## src/rtl/sysid_verifier_pkg.sv

```systemverilog
// Shared types and constants for the system-ID verifier.
// Optional watchdog: define SYSID_VERIFIER_TIMEOUT_EN to compile it in.
package sysid_verifier_pkg;

    typedef enum logic [2:0] {
        IDLE    = 3'd0,
        ID_REQ  = 3'd1,
        ID_WAIT = 3'd2,
        TS_REQ  = 3'd3,
        TS_WAIT = 3'd4,
        DONE    = 3'd5
    } state_t;

    // Word selects on the sysid control slave
    localparam logic ADDR_ID        = 1'b0;
    localparam logic ADDR_TIMESTAMP = 1'b1;

    // Values the sysid slave is expected to return for this build
    localparam logic [31:0] DEFAULT_EXPECTED_ID        = 32'h426F12EC;
    localparam logic [31:0] DEFAULT_EXPECTED_TIMESTAMP = 32'h48FD7552;

    // Width of the stall watchdog counter
    localparam int WATCHDOG_WIDTH = 16;

endpackage

```

## src/rtl/sysid_verifier_if.sv

```systemverilog
// Avalon-MM read-only bus between the verifier (master) and the sysid slave.
interface sysid_verifier_if;

    logic        avm_address;
    logic        avm_read;
    logic        avm_waitrequest;
    logic [31:0] avm_readdata;

    modport master (
        output avm_address,
        output avm_read,
        input  avm_waitrequest,
        input  avm_readdata
    );

    modport slave (
        input  avm_address,
        input  avm_read,
        output avm_waitrequest,
        output avm_readdata
    );

endinterface

```

## src/rtl/sysid_read_engine.sv

```systemverilog
// Single-read Avalon handshake: read strobe, acceptance detect, read-latency
// counter and (with SYSID_VERIFIER_TIMEOUT_EN) a stall watchdog.
// The caller says whether it is in a request or a wait phase; the engine
// reports acceptance, the data-capture cycle and watchdog expiry.
module sysid_read_engine
    import sysid_verifier_pkg::*;
#(
    parameter int READ_LATENCY = 1
`ifdef SYSID_VERIFIER_TIMEOUT_EN
    ,
    parameter int TIMEOUT_CYCLES = 255
`endif
) (
    input  logic clk,
    input  logic reset,
    input  logic req_active,
    input  logic wait_active,
    input  logic waitrequest,
    output logic read,
    output logic accept,
    output logic capture,
    output logic expire
);

    // Last wait-phase count value, i.e. the cycle in which readdata is valid
    localparam logic [1:0] LAT_LAST = (READ_LATENCY == 0) ? 2'd0 : 2'(READ_LATENCY - 1);

    logic [1:0] lat_cnt_reg;
    logic [1:0] lat_cnt_next;

    assign read   = req_active;
    assign accept = req_active && !waitrequest;

    // Zero latency: data is valid in the acceptance cycle itself
    assign capture = (READ_LATENCY == 0) ? accept
                                         : (wait_active && (lat_cnt_reg == LAT_LAST));

    // Latency counter runs only during the wait phase and restarts for each read
    always_comb begin
        lat_cnt_next = 2'd0;
        if (wait_active && !capture) begin
            lat_cnt_next = lat_cnt_reg + 2'd1;
        end
    end

    // Latency counter register
    always_ff @(posedge clk) begin
        if (reset) begin
            lat_cnt_reg <= 2'd0;
        end else begin
            lat_cnt_reg <= lat_cnt_next;
        end
    end

`ifdef SYSID_VERIFIER_TIMEOUT_EN
    localparam logic [WATCHDOG_WIDTH-1:0] WD_LAST = WATCHDOG_WIDTH'(TIMEOUT_CYCLES - 1);

    logic [WATCHDOG_WIDTH-1:0] wd_cnt_reg;
    logic [WATCHDOG_WIDTH-1:0] wd_cnt_next;

    // Expiry fires on the stalled cycle that brings the count to TIMEOUT_CYCLES
    assign expire = req_active && waitrequest && (wd_cnt_reg == WD_LAST);

    // Count consecutive stalled request cycles; any non-stalled or non-request
    // cycle clears it, so every request phase starts from zero
    always_comb begin
        wd_cnt_next = '0;
        if (req_active && waitrequest && !expire) begin
            wd_cnt_next = wd_cnt_reg + 1'b1;
        end
    end

    // Watchdog counter register
    always_ff @(posedge clk) begin
        if (reset) begin
            wd_cnt_reg <= '0;
        end else begin
            wd_cnt_reg <= wd_cnt_next;
        end
    end
`else
    assign expire = 1'b0;
`endif

endmodule

```

## src/rtl/sysid_verifier.sv

```systemverilog
// System-ID verifier: reads sysid word 0 (ID) and word 1 (build timestamp)
// over Avalon-MM and compares them against expected values.
// Optional watchdog and timeout port: define SYSID_VERIFIER_TIMEOUT_EN.
module sysid_verifier
    import sysid_verifier_pkg::*;
#(
    parameter logic [31:0] EXPECTED_ID        = DEFAULT_EXPECTED_ID,
    parameter logic [31:0] EXPECTED_TIMESTAMP = DEFAULT_EXPECTED_TIMESTAMP,
    parameter int          READ_LATENCY       = 1,
`ifdef SYSID_VERIFIER_TIMEOUT_EN
    parameter int          TIMEOUT_CYCLES     = 255,
`endif
    parameter bit          AUTO_START         = 1'b1
) (
    input  logic             clk,
    input  logic             reset,
    input  logic             start,
    output logic             busy,
    output logic             done,
    output logic             id_ok,
    output logic             ts_ok,
`ifdef SYSID_VERIFIER_TIMEOUT_EN
    output logic             timeout,
`endif
    output logic [31:0]      captured_id,
    output logic [31:0]      captured_ts,
    sysid_verifier_if.master avm
);

    state_t      state_reg;
    state_t      state_next;
    logic        auto_pending_reg;
    logic        start_eff;
    logic        req_active;
    logic        wait_active;
    logic        in_id_phase;
    logic        enter_id_req;
    logic        enter_done;
    logic        eng_read;
    logic        accept;
    logic        capture;
    logic        expire;
    logic        id_ok_reg;
    logic        ts_ok_reg;
    logic [31:0] captured_id_reg;
    logic [31:0] captured_ts_reg;

    assign start_eff    = start || auto_pending_reg;
    assign req_active   = (state_reg == ID_REQ)  || (state_reg == TS_REQ);
    assign wait_active  = (state_reg == ID_WAIT) || (state_reg == TS_WAIT);
    assign in_id_phase  = (state_reg == ID_REQ)  || (state_reg == ID_WAIT);
    assign enter_id_req = (state_next == ID_REQ) && (state_reg != ID_REQ);
    assign enter_done   = (state_next == DONE)   && (state_reg != DONE);

    sysid_read_engine #(
        .READ_LATENCY   (READ_LATENCY)
`ifdef SYSID_VERIFIER_TIMEOUT_EN
        ,
        .TIMEOUT_CYCLES (TIMEOUT_CYCLES)
`endif
    ) u_read_engine (
        .clk         (clk),
        .reset       (reset),
        .req_active  (req_active),
        .wait_active (wait_active),
        .waitrequest (avm.avm_waitrequest),
        .read        (eng_read),
        .accept      (accept),
        .capture     (capture),
        .expire      (expire)
    );

    // Auto-start: the first cycle out of reset acts like a start request
    always_ff @(posedge clk) begin
        if (reset) begin
            auto_pending_reg <= AUTO_START;
        end else begin
            auto_pending_reg <= 1'b0;
        end
    end

    // Sequencing state register
    always_ff @(posedge clk) begin
        if (reset) begin
            state_reg <= IDLE;
        end else begin
            state_reg <= state_next;
        end
    end

    // Next-state logic: ID read, then timestamp read, then DONE; start only
    // honoured when not busy
    always_comb begin
        state_next = state_reg;
        case (state_reg)
            IDLE, DONE: begin
                if (start_eff) begin
                    state_next = ID_REQ;
                end
            end
            ID_REQ: begin
                if (expire) begin
                    state_next = DONE;
                end else if (accept) begin
                    state_next = (READ_LATENCY == 0) ? TS_REQ : ID_WAIT;
                end
            end
            ID_WAIT: begin
                if (capture) begin
                    state_next = TS_REQ;
                end
            end
            TS_REQ: begin
                if (expire) begin
                    state_next = DONE;
                end else if (accept) begin
                    state_next = (READ_LATENCY == 0) ? DONE : TS_WAIT;
                end
            end
            TS_WAIT: begin
                if (capture) begin
                    state_next = DONE;
                end
            end
            default: state_next = IDLE;
        endcase
    end

    // Capture read data and register the compares on entry to DONE; the
    // timestamp compare uses the word arriving in that same cycle
    always_ff @(posedge clk) begin
        if (reset) begin
            captured_id_reg <= 32'd0;
            captured_ts_reg <= 32'd0;
            id_ok_reg       <= 1'b0;
            ts_ok_reg       <= 1'b0;
        end else begin
            if (capture && in_id_phase) begin
                captured_id_reg <= avm.avm_readdata;
            end
            if (capture && !in_id_phase) begin
                captured_ts_reg <= avm.avm_readdata;
            end
            if (enter_id_req) begin
                id_ok_reg <= 1'b0;
                ts_ok_reg <= 1'b0;
            end else if (enter_done) begin
                id_ok_reg <= !expire && (captured_id_reg == EXPECTED_ID);
                ts_ok_reg <= !expire && (avm.avm_readdata == EXPECTED_TIMESTAMP);
            end
        end
    end

`ifdef SYSID_VERIFIER_TIMEOUT_EN
    logic timeout_reg;

    // Timeout flag: set by a watchdog abort, cleared when a new check starts
    always_ff @(posedge clk) begin
        if (reset) begin
            timeout_reg <= 1'b0;
        end else if (enter_id_req) begin
            timeout_reg <= 1'b0;
        end else if (enter_done) begin
            timeout_reg <= expire;
        end
    end

    assign timeout = timeout_reg;
`endif

    assign busy            = req_active || wait_active;
    assign done            = (state_reg == DONE);
    assign id_ok           = id_ok_reg;
    assign ts_ok           = ts_ok_reg;
    assign captured_id     = captured_id_reg;
    assign captured_ts     = captured_ts_reg;
    assign avm.avm_read    = eng_read;
    assign avm.avm_address = (state_reg == TS_REQ) ? ADDR_TIMESTAMP : ADDR_ID;

endmodule

```

## src/flat_wrapper.sv

```systemverilog
// flat-port wrapper written by rule: the top's interface ports become plain ports
module sysid_verifier_flat import sysid_verifier_pkg::*;
#(
    parameter logic [31:0] EXPECTED_ID        = DEFAULT_EXPECTED_ID,
    parameter logic [31:0] EXPECTED_TIMESTAMP = DEFAULT_EXPECTED_TIMESTAMP,
    parameter int          READ_LATENCY       = 1,

    parameter bit          AUTO_START         = 1'b1
)
  (clk, reset, start, busy, done, id_ok, ts_ok, captured_id, captured_ts, avm_avm_address, avm_avm_read, avm_avm_waitrequest, avm_avm_readdata);
  sysid_verifier_if avm_i ();
  input  logic clk;
  input  logic reset;
  input  logic start;
  output logic busy;
  output logic done;
  output logic id_ok;
  output logic ts_ok;
  output logic [31:0] captured_id;
  output logic [31:0] captured_ts;
  output wire logic [$bits(avm_i.avm_address)-1:0] avm_avm_address;
  output wire logic [$bits(avm_i.avm_read)-1:0] avm_avm_read;
  input wire logic [$bits(avm_i.avm_waitrequest)-1:0] avm_avm_waitrequest;
  input wire logic [$bits(avm_i.avm_readdata)-1:0] avm_avm_readdata;
  assign avm_avm_address = avm_i.avm_address;
  assign avm_avm_read = avm_i.avm_read;
  assign avm_i.avm_waitrequest = avm_avm_waitrequest;
  assign avm_i.avm_readdata = avm_avm_readdata;
  sysid_verifier #(.EXPECTED_ID(EXPECTED_ID), .EXPECTED_TIMESTAMP(EXPECTED_TIMESTAMP), .READ_LATENCY(READ_LATENCY), .AUTO_START(AUTO_START)) u_core (.clk(clk), .reset(reset), .start(start), .busy(busy), .done(done), .id_ok(id_ok), .ts_ok(ts_ok), .captured_id(captured_id), .captured_ts(captured_ts), .avm(avm_i));
endmodule
```

## config.mk

```make
export PLATFORM = sky130hd
export DESIGN_NAME = sysid_verifier_flat
export DESIGN_NICKNAME = d
export VERILOG_FILES = /design/src/rtl/sysid_verifier_pkg.sv /design/src/rtl/sysid_verifier_if.sv /design/src/rtl/sysid_read_engine.sv /design/src/rtl/sysid_verifier.sv /design/src/flat_wrapper.sv
export SDC_FILE = /design/constraint.sdc
export NUM_CORES = 1
export LEC_CHECK = 0
export BUFFER_PORTS_ARGS = -buffer_cell sky130_fd_sc_hd__buf_4
export CORE_MARGIN = 2
export CORE_UTILIZATION = 30
export CTS_CLUSTER_SIZE = 24
export DETAILED_ROUTE_END_ITERATION = 12
export PLACE_DENSITY_LB_ADDON = 0.15
export REMOVE_ABC_BUFFERS = 1
export SYNTH_ARGS = -nofsm -noshare
export SYNTH_HDL_FRONTEND = slang
export SYNTH_SLANG_ARGS = --single-unit
```

## constraint.sdc

```tcl
create_clock -name clk -period 1.8 [get_ports clk]
set_clock_uncertainty 0.2 [all_clocks]
set_input_delay 0.27 -clock clk [delete_from_list [all_inputs] [get_ports clk]]
set_output_delay 0.27 -clock clk [all_outputs]
set_load 0.1 [all_outputs]
```

# After elaboration in Yosys (flattened, before gate mapping)

Cells that the tools add are included.

Bits in registers: 72
Bits in latches: 0
Bits in writable memories: 0
Bits in read-only memories: 0
Input port bits: 36
Word-level logic and storage cells: 48
Memories: 0

Add/subtract/negate cells: 1
$mul: 0
Div/mod/pow operators: 0
$lt $le $gt $ge: 0
Equal/unequal tests: 11
Shift-type cells: 0
Muxes and demuxes: 8
Bitwise gates (word level): 1
Reduce and logical (&&, ||, !) cells: 20

Operators by type and width:

| kind                   | count |
|---|---|
| $eq A32 B31 Y1 const B | 2 |
| $mux W3                | 5 |
| $pmux W3 S5            | 1 |
| $eq A3 B3 Y1 const B   | 3 |
| $logic_and A1 B1 Y1    | 7 |
| $eq A3 B1 Y1 const B   | 2 |
| $eq A3 B2 Y1 const B   | 2 |
| $reduce_or A2 Y1       | 3 |
| $logic_or A1 B1 Y1     | 5 |
| $logic_not A1 Y1       | 3 |
| $logic_not A3 Y1       | 1 |
| $ne A3 B1 Y1 const B   | 1 |
| $ne A3 B3 Y1 const B   | 1 |
| $add A2 B1 Y2 const B  | 1 |
| $logic_not A2 Y1       | 1 |
| $mux W1                | 2 |
| $not A1 Y1             | 1 |

# Longest topological paths before layout

Gate-level depths: netlist (run 1).

Depth after elaboration: 8
Depth in mapped cells: 8

# Cells and area by module

A second synthesis (run 1) with hierarchy kept.

Cells, all modules: 324
Area total of the unflattened synthesis: 2,907.8 µm²

By module, submodules not included:

| module            | times used | cells an instance | area an instance (µm²) | seq. area each (µm²) |
|---|---|---|---|---|
| sysid_verifier    | 1          | 312               | 2,788.9                | 1,401.3 |
| sysid_read_engine | 1          | 12                | 118.9                  | 40.0 |

# Worst setup path before layout (run 1)

Ideal clock, no wire load.

Path type: reg2out
Start: register u_core.state_reg[0]
End: output avm_avm_address
Data arrival time: 2,775 ps
Slack: -1,445 ps
Stages on the path, launching flop included: 4
Path buffers: 1
Path through: dfxtp_1 buf_2 nor2b_1 and2_1

Longest elaborated chain between the ends: 2

RTL lines:

| item                   | RTL line              | text |
|---|---|---|
| from (decl)            | sysid_verifier.sv:30  | `state_t state_reg;` |
| from (signal assigned) | sysid_verifier.sv:87  | `state_reg <= state_next;` |
| $eq A3 B2 Y1           | sysid_verifier.sv:178 | `assign avm.avm_address = (state_reg == TS_REQ) ? ADDR_TIMESTAMP : ADDR_ID;` |
| $mux W1                | sysid_verifier.sv:178 |  |
| to (decl)              | flat_wrapper.sv:21    | `output wire logic [$bits(avm_i.avm_address)-1:0] avm_avm_address;` |

Every way passes these cells.

# Worst setup path after layout (run 1)

Same ends and word-level chain as after synthesis.

==> impl.org, run 1 <==
** Logic synthesis
- Post-synthesis average cell area :: 7.96 sq um
- The synthesized design contains 72 register bits.
- Most frequent cell after synthesis :: sky130_fd_sc_hd__nand2_1
- The most used flip-flop cell after synthesis is sky130_fd_sc_hd__dfxtp_1.
- Most common library cells after synthesis :: sky130_fd_sc_hd__nand2_1, sky130_fd_sc_hd__dfxtp_1, sky130_fd_sc_hd__a21oi_1
- The share of synthesized area in the top cell type comes to 0.515.
- In the synthesized netlist, the number of instances is 352.
- sky130_fd_sc_hd__dfxtp_1 takes more of the synthesized area than any other cell.
- Library cells used by synthesis :: 32
- Sequential-to-total area share from yosys stat :: 0.515
- Yosys printed 0 warnings.
- Sorting the synthesized cells by area gives the leading types as sky130_fd_sc_hd__dfxtp_1, sky130_fd_sc_hd__nand2_1, sky130_fd_sc_hd__a21oi_1.
- Async SR Flop Fraction :: 0
- Summing every instance area after synthesis gives 2800 sq um.
- Number of enable-type register cells in the synthesized netlist :: 0

** Status
- Status :: finished clean

** Drt
- Wire length after detailed routing :: 8.41 mm
- After detailed routing, the number of vias per cell comes to approximately 4.6.
- Total via count after detailed routing :: 2781
- Once detail routing completed, the nets flagged for antenna violations numbered 0.
- For this run, the detailed router's first-pass iteration total came to 4.
- After detailed routing, the number of remaining DRC violations is 0.
- Detailed Route Iter0 Violations :: 103
- In the final routed layout, each cell accounts on average for ~14 microns.

** Timing
- Share of the clock period used by the worst path after layout :: 0.965
- Max_slew headroom :: 0.781
- At the pin with the least slew margin, the transition time is 0.320 ns.
- RSZ-0062 raised after global routing :: yes
- Minimum clock period :: 1.74 ns
- Final hold violations :: 0
- Number of setup violations in the final report :: 0
- Final count of pins violating max slew :: 0
- Max Freq :: 576 MHz

** Worst setup path
- STA classifies the critical path startpoint as a register.
- For the worst setup path, the data required time is between 1 and 1.5 ns.
- Type of the setup path with the least slack :: register to output pin
- Sort of element at the end of the critical path :: output pin
- In this run the worst path has a maximum fanout of 5.
- Arrival time at the worst endpoint :: 1.27 ns
- The worst register-to-register path begins at u_core.captured_id[4].
- Worst setup path startpoint :: u_core.state_reg[0]

** Pwr
- Post-layout power :: 3550 uW
- Net switching power of the design :: 1120 uW
- Max IR drop VDD :: 0.000421 V
- Part of the power in combinational logic :: 0.214
- Pleak :: around 0.0017 uW
- Of the total power, registers draw 0.472.
- Part of the total power dissipated in the clock network :: 0.314
- Power spread over the standard cell area amounts to just over 800 nW/um^2.
- Of the total power, the share spent switching nets is 0.316.
- The internal power of the cells totals 2430 uW.

** Global route
- Met1 demand-to-capacity share in global routing :: 0.215
- Largest net degree at the start of global routing :: 39
- Vias in the first global route :: 2588
- Met2 Usage GRT :: 0.279
- For this run, global-route usage on met3 was measured as 0.0326.
- Overall global routing resource usage :: 0.167
- For this run the aggregate overflow at the end of global routing stands at 0.
- The first global-routing pass estimated 13.3 mm of wire.
- Antenna violations before repair :: 0
- Routing layer with the top usage in global route :: met2

** Cells and area
- Synth-to-layout area growth :: 53.1%
- Fraction of layout cells with a size suffix above 1 :: 0.308
- After the flow finishes, the layout carries non-filler instances totaling 605.
- The net count of the finished layout is 529.
- The repair_antennas step left the layout with diodes totalling 0.
- For this run, the share of the core covered by cells in the final layout is 0.468.

** Run
- Max-cap violations :: 0

** Die
- The floorplan step defined a die boundary enclosing 10100 sq um.
- Site row count :: 35
- IO Pins :: 106
- Starting Density :: 0.306
- The total area inside the core boundary comes to 9150 sq um.
- Die Y :: 101 microns
- In this run the horizontal extent of the chip is a little over 100 microns.

** Place
- Dpl cells :: 562
- The congestion estimate from routability-driven global placement came to between 0.7 and 0.8.
- Buffers placed on the I/O ports in this run total 105.
- The wire-length estimate of the detail-placed layout is 5.80 mm.

** CTS
- The tree is rooted in a sky130_fd_sc_hd__clkbuf_8.
- The clock passes through at most 2 buffers.
- Number of buffers created by CTS :: 9
- Clock latency on the worst-skew pair, taken at its later pin, is 0.33 ns.
- The H-tree was split into 3 levels.
- Clock tree synthesis found a total of 72 sinks.
- After clock tree synthesis, the clock-pin slew on the worst setup and hold paths is approximately 0.070 ns.
- TritonCTS built the clock tree.

** Worst hold path
- Hold path startpoint :: avm_avm_readdata[11]
- Hold Path Class :: input pin to register
==> power groups by stage <==
stage               combinational (uW)  sequential [uW]  clock (uW)
global placement                   701             1710           0
finish                             760             1670        1120
detailed placement                 701             1710           0
global route                       799             1680        1230
floorplan                          169             1990           0
CTS                                755             1670        1150
==> metrics by stage <==
step                hold slack [ns]  setup WS (ns)  TNS, ns  area (sq um)
finish                       0.0113         0.0629        0          4290
global route                 0.0160        -0.0211  -0.0211          4290
CTS                         0.00259       0.000870        0          4240
detailed placement            0.214        -0.0799  -0.0799          3770
global placement              0.201        -0.0918  -0.0918          3770
floorplan                    0.0977          -1.45   -15.33          2690
==> placed cells by master (no fill, tap or decap), types with 2 or more instances in the layout <==
cell                            instances
sky130_fd_sc_hd__nand2_1              131
sky130_fd_sc_hd__buf_4                119
sky130_fd_sc_hd__dfxtp_1               69
sky130_fd_sc_hd__a21oi_1               67
sky130_fd_sc_hd__dlygate4sd3_1         28
sky130_fd_sc_hd__clkbuf_8              11
sky130_fd_sc_hd__nor2_1                 6
sky130_fd_sc_hd__inv_1                  4
sky130_fd_sc_hd__buf_6                  4
sky130_fd_sc_hd__and2_1                 3
sky130_fd_sc_hd__xnor2_1                3
sky130_fd_sc_hd__nor2b_1                3
sky130_fd_sc_hd__o21ai_0                3
sky130_fd_sc_hd__and4bb_2               3
sky130_fd_sc_hd__nand4_1                3
sky130_fd_sc_hd__nor4b_1                3
sky130_fd_sc_hd__dfxtp_2                3
sky130_fd_sc_hd__nor3_1                 2
sky130_fd_sc_hd__o21bai_1               2
sky130_fd_sc_hd__or4_1                  2
sky130_fd_sc_hd__or4b_1                 2
sky130_fd_sc_hd__nor4bb_1               2
sky130_fd_sc_hd__buf_12                 2
==> kinds of logic after synthesis <==
| family | after synthesis | synth area share |
|---|---|---|
| compound gates | 74 | 0.136 |
| xor+xnor | 3 | 0.00939 |
| fa+ha+maj | 1 | 0.00447 |
| buf+inv | 29 | 0.0451 |
| flops | 72 | 0.515 |
| simple gates | 173 | 0.290 |
==> worst max-delay path, stage by stage (launching register included) <==
cell	delay, ns
sky130_fd_sc_hd__dfxtp_2	0.38
sky130_fd_sc_hd__nor2b_2	0.18
sky130_fd_sc_hd__and2_1	0.17
sky130_fd_sc_hd__buf_8	0.20
==> what timing repair did <==
item | in CTS | in global routing
resized for setup | 7 | 11
buffers inserted | 0 | 2
hold buffers | 28 | 0
endpoints found under the setup margin | 2 | 17
pin swaps | 0 | 1
hold endpoints to repair | 50 | 0
==> final timing paths <==
check / endpoint / depth (start not counted) / slack (ns)
min reg2reg: u_core.u_read_engine.lat_cnt_reg[0] / 1 / 0.20
max reg2reg: u_core.id_ok / 4 / 0.08
max: avm_avm_address / 3 / 0.06
min: u_core.captured_id[11] / 3 / 0.01
==> layer usage <==
layer,routed length [microns],up-vias
li1,-,1440
met1,3720,1275
met2,4220,58
met3,380,8
met4,89,0
met5,0,-
==> final cells by class <==
cell class                 count  area (sq um)
fill                         932          4870
timing repair buffer         154          1270
sequential                    72          1450
multi-input combinational    251          1250
clock buffer                  12           155
inverter                       4          15.0
tap                          111           139
clock inverter                 1          5.00
No activity file was read; power rests on OpenSTA's default activity.
==> run 2: changes to the inputs <==
Settings changed: CORE_ASPECT_RATIO from default to 0.9, SYNTH_HIERARCHICAL from default to 1.
==> impl.org, run 2 <==
** Pwr
- The fraction of power spent switching nets is 0.309 (-0.00654).
- Net switching power of the design :: 1260 uW (+13%)
- Pwr Density :: 870 nW/um^2 (+5.1%)
- The static leakage is 0.00214 uW (+23%).
- The combinational power share came to 0.227 (+0.013).
- The internal power consumption came to 2820 uW (+16%).
- Sequential cell fraction of total power :: 0.411 (-0.061)
- Max IR drop VDD :: 0.000473 V (+12%)
- The clock group share of total power was 0.362 (+0.048).

** Die
- Site row count :: 34 (-2.9%)
- IO Pins :: 106 (unchanged)
- The die footprint was 10500 sq um (+3.7%).
- Die extent in x :: 108 microns (+7.1%)
- The initial cell density of the core is 0.305 (-0.000800).
- The floorplan die height was 97.4 microns (-3.2%).
- The area of the placeable core came to 9530 sq um (+4.1%).

** Timing
- The final period utilization came to 1.00 (+0.0387).
- Final Hold Slack :: 0.0272 ns (+0.0158 ns)
- The number of endpoints failing setup at the final stage is 2 (+2).
- The final count of pins violating max slew came to 0 (unchanged).
- The highest achievable clock rate came to 553 MHz (-3.9%).
- RSZ-0062 raised after global routing :: yes
- Minimum setup slack in the final design :: -0.00670 ns (-0.0696 ns)
- Minimum clock period :: 1.81 ns (+0.0696 ns)
- The hold violation count in the final report was 0 (unchanged).

** Logic synthesis
- The sequential cell area fraction in the yosys report came to 0.496 (-0.0190).
- The synthesized design spends more area on one cell type than any other, namely sky130_fd_sc_hd__dfxtp_1.
- The number of cells produced by synthesis is 324 (-8.0%).
- Biggest area contributors in the synthesized netlist :: sky130_fd_sc_hd__dfxtp_1, sky130_fd_sc_hd__mux2i_1, sky130_fd_sc_hd__nand2_1
- The cell area after technology mapping was 2910 sq um (+3.8%).
- Number of enable-type register cells in the synthesized netlist :: 0 (unchanged)
- Library cells used by synthesis :: 38 (+19%)
- Async SR Flop Fraction :: 0 (unchanged)
- The synthesized area divided by synthesized cell count is 8.97 sq um (+13%).
- The total of warnings raised by yosys is 6 (+6).
- Share of the synthesized area in the top cell type :: 0.496 (-0.0190)
- Most frequent cell after synthesis :: sky130_fd_sc_hd__dfxtp_1
- For this run, the leading register cell type out of synthesis is sky130_fd_sc_hd__dfxtp_1.
- FF+latch count, synth :: 72 (unchanged)
- Counting instances in the post-synthesis netlist gives the leading cell types as sky130_fd_sc_hd__dfxtp_1, sky130_fd_sc_hd__nand2_1, sky130_fd_sc_hd__nor2_1.

** CTS
- Clock latency at the later pin of the worst-skew pair :: 0.33 ns (about the same)
- Bufs on Longest Clock Path :: 2 (unchanged)
- The number of levels the H-tree was split into was 3 (unchanged).
- The CTS sink count is 72 (unchanged).
- Number of buffers created by CTS :: 9 (unchanged)
- The tree is rooted in a sky130_fd_sc_hd__clkbuf_8.
- TritonCTS built the clock tree.
- Clock slew at reported path FFs :: 0.08 ns (about the same)

** Drt
- The overall via count from detail_route was 2772 (-0.32%).
- Wire length after detailed routing :: 8.91 mm (+5.9%)
- Routed WL per cell :: 14.7 microns (+6.1%)
- Total iterations of the first detailed-routing run :: 4 (unchanged)
- The violation count after the first detailed-routing iteration came to 70 (-32%).
- DRC violations left :: 0 (unchanged)
- Number of nets with antenna violations after detailed routing :: 0 (unchanged)
- The via density per instance was 4.59 (-0.16%).

** Cells and area
- Leaving out fill and tap cells, the most frequent cell in the layout is sky130_fd_sc_hd__buf_4.
- Design area :: 4700 sq um (+9.5%)
- Fraction of layout cells with a size suffix above 1 :: 0.374 (+0.0668)
- The number of antenna repair diodes came to 0 (unchanged).
- The final net count came to 510 (-3.6%).
- Relative to the synthesized area, the layout overhead comes to 61.5%.
- The count of non-filler cells in the finished layout is 604 (-0.17%).
- In the layout the commonest cells are sky130_fd_sc_hd__buf_4, sky130_fd_sc_hd__nand2_1, sky130_fd_sc_hd__dfxtp_1, sky130_fd_sc_hd__nor2_1, sky130_fd_sc_hd__a21oi_1.

** Place
- # port buffers :: 105 (unchanged)
- The cell area after placement is 3940 sq um (+4.5%).
- Placer congestion estimate :: 0.795 (+3.3%)
- Detailed Place HPWL :: 5.85 mm (+0.78%)
- The count of placed standard cells including taps came to 554 (-1.4%).

** Worst hold path
- Cell count of the worst hold path :: 3 (unchanged)
- Hold path startpoint :: avm_avm_readdata[23]
- The tightest min-delay check is of the input pin to register type.
- The path with the worst hold slack has its endpoint at u_core/captured_id[23].

** Worst setup path
- STA classifies the critical path startpoint as a register.
- Type of the setup path with the least slack :: register to register
- The worst register-to-register path ends at u_core/ts_ok.
- The worst setup path is captured at a register.
- The register-to-register setup slack was -0.007 ns (-0.09 ns).
- The data arrival time of the critical path came to 1.89 ns (+0.62 ns).
- RR Startpoint :: u_core/state_reg[1]
- The worst-path maximum fanout is 11 (+6).
- For this design, the slowest cell found on the critical path is sky130_fd_sc_hd__or4_4.
- Largest stage delay on the critical path :: 0.50 ns (+0.12 ns)
- The signal on the critical path passes through buf_4 -> and2b_4 -> a32oi_2 -> or4_4 -> a21oi_2.
- The worst reg-to-reg path cell count is 5 (+1).
- Data required time at the worst endpoint :: 1.88 ns (+0.55 ns)

** Global route
- Wire length of the first global-routing pass :: 14.2 mm (+6.4%)
- Overall global routing resource usage :: 0.172 (+0.00464)
- The total grt overflow was 0 (unchanged).
- The largest net degree at the start of global routing is 40 (+2.6%).
- Vias in the first global route :: 2744 (+6.0%)
- The number of antenna violations at the first check in global routing came to 0 (unchanged).

** Status
- Violations in the final reports :: negative setup slack
- The flow ran to the end, but the final reports show violations.

** Run
- Max-cap violations :: 0 (unchanged)
==> run 2: cell count changes after synthesis, sizes merged, moves of 4 or more <==
| cell | delta |
|---|---|
| a21oi | -29 |
| and4b | +4 |
| mux2i | +32 |
| nand2 | -66 |
| nor2 | +34 |
| nor2b | -4 |
==> run 2: per-layer routing <==
layer	global-route usage	part of all wire
met1	0.226	0.45
met2	0.271	0.46
met3	0.0610	0.074
met4	0.0394	0.0090
met5	0	0
==> run 2: logic make-up (layout without fill, tap and decap cells) <==
group | after synthesis | in the layout | share of synthesized area
buf+inv | 28 | 182 | 0.0551
simple gates | 141 | 141 | 0.237
other cells | 1 | 1 | 0.00129
flops | 72 | 72 | 0.496
compound gates | 47 | 47 | 0.0908
mux | 32 | 32 | 0.110
fa+ha+maj | 1 | 1 | 0.00430
xor+xnor | 2 | 2 | 0.00603
==> run 2: critical path: cells and delay by family (launching register included) <==
family,cells,cell delay (ns)
AOI/OAI and AO/OA,2,0.26
buffers and inverters,1,0.19
DFF,1,0.34
and+or+nand+nor,2,0.78
==> run 2: final cells by class <==
class / instances / area (sq um)
Clock buffer: 12 / 155
Clock inverter: 4 / 76.3
Fill cell: 925 / 4830
Inverter: 5 / 28.8
Multi-Input combinational cell: 224 / 1420
Sequential cell: 72 / 1450
Tap cell: 126 / 158
Timing Repair Buffer: 161 / 1400
==> run 2: how the worst max path moves through the flow <==
stage | startpoint | endpoint | depth (start not counted)
3_3_place_gp | avm_avm_readdata[29] | u_core/ts_ok | 5
2_1_floorplan | u_core/state_reg[1] | busy | 2
5_1_grt | u_core/state_reg[2] | u_core/captured_ts[23] | 7
4_1_cts | u_core/state_reg[2] | u_core/id_ok | 6
3_5_place_dp | u_core/state_reg[1] | u_core/id_ok | 6
6_report | u_core/state_reg[1] | u_core/ts_ok | 5
==> run 2: power groups by stage <==
stage	Clock, uW	Sequential, uW	Combinational (uW)
6_report	1480	1680	929
5_1_grt	1610	1690	975
4_1_cts	1520	1670	902
3_5_place_dp	0	1710	817
3_3_place_gp	0	1710	815
2_1_floorplan	0	2030	216
==> run 2: through the flow <==
stage / TNS, ns / power (uW) / utilization / setup slack (ns)
floorplan: -26.10 / 2250 / - / -1.38
global placement: -0.185 / 2520 / 0.414 / -0.0635
detailed placement: -0.947 / 2530 / 0.414 / -0.0834
CTS: -0.0552 / 4090 / 0.478 / -0.0298
global route: -1.48 / 4270 / 0.493 / -0.0941
finish: -0.00996 / 4090 / 0.493 / -0.00670
==> run 2: what timing repair did <==
action	4_1_cts	5_1_grt
pin swaps	3	7
gates cloned	1	0
hold buffers	29	0
buffers inserted	2	2
endpoints found under the hold margin	56	0
gates resized for setup	16	27
setup endpoints to repair	38	54
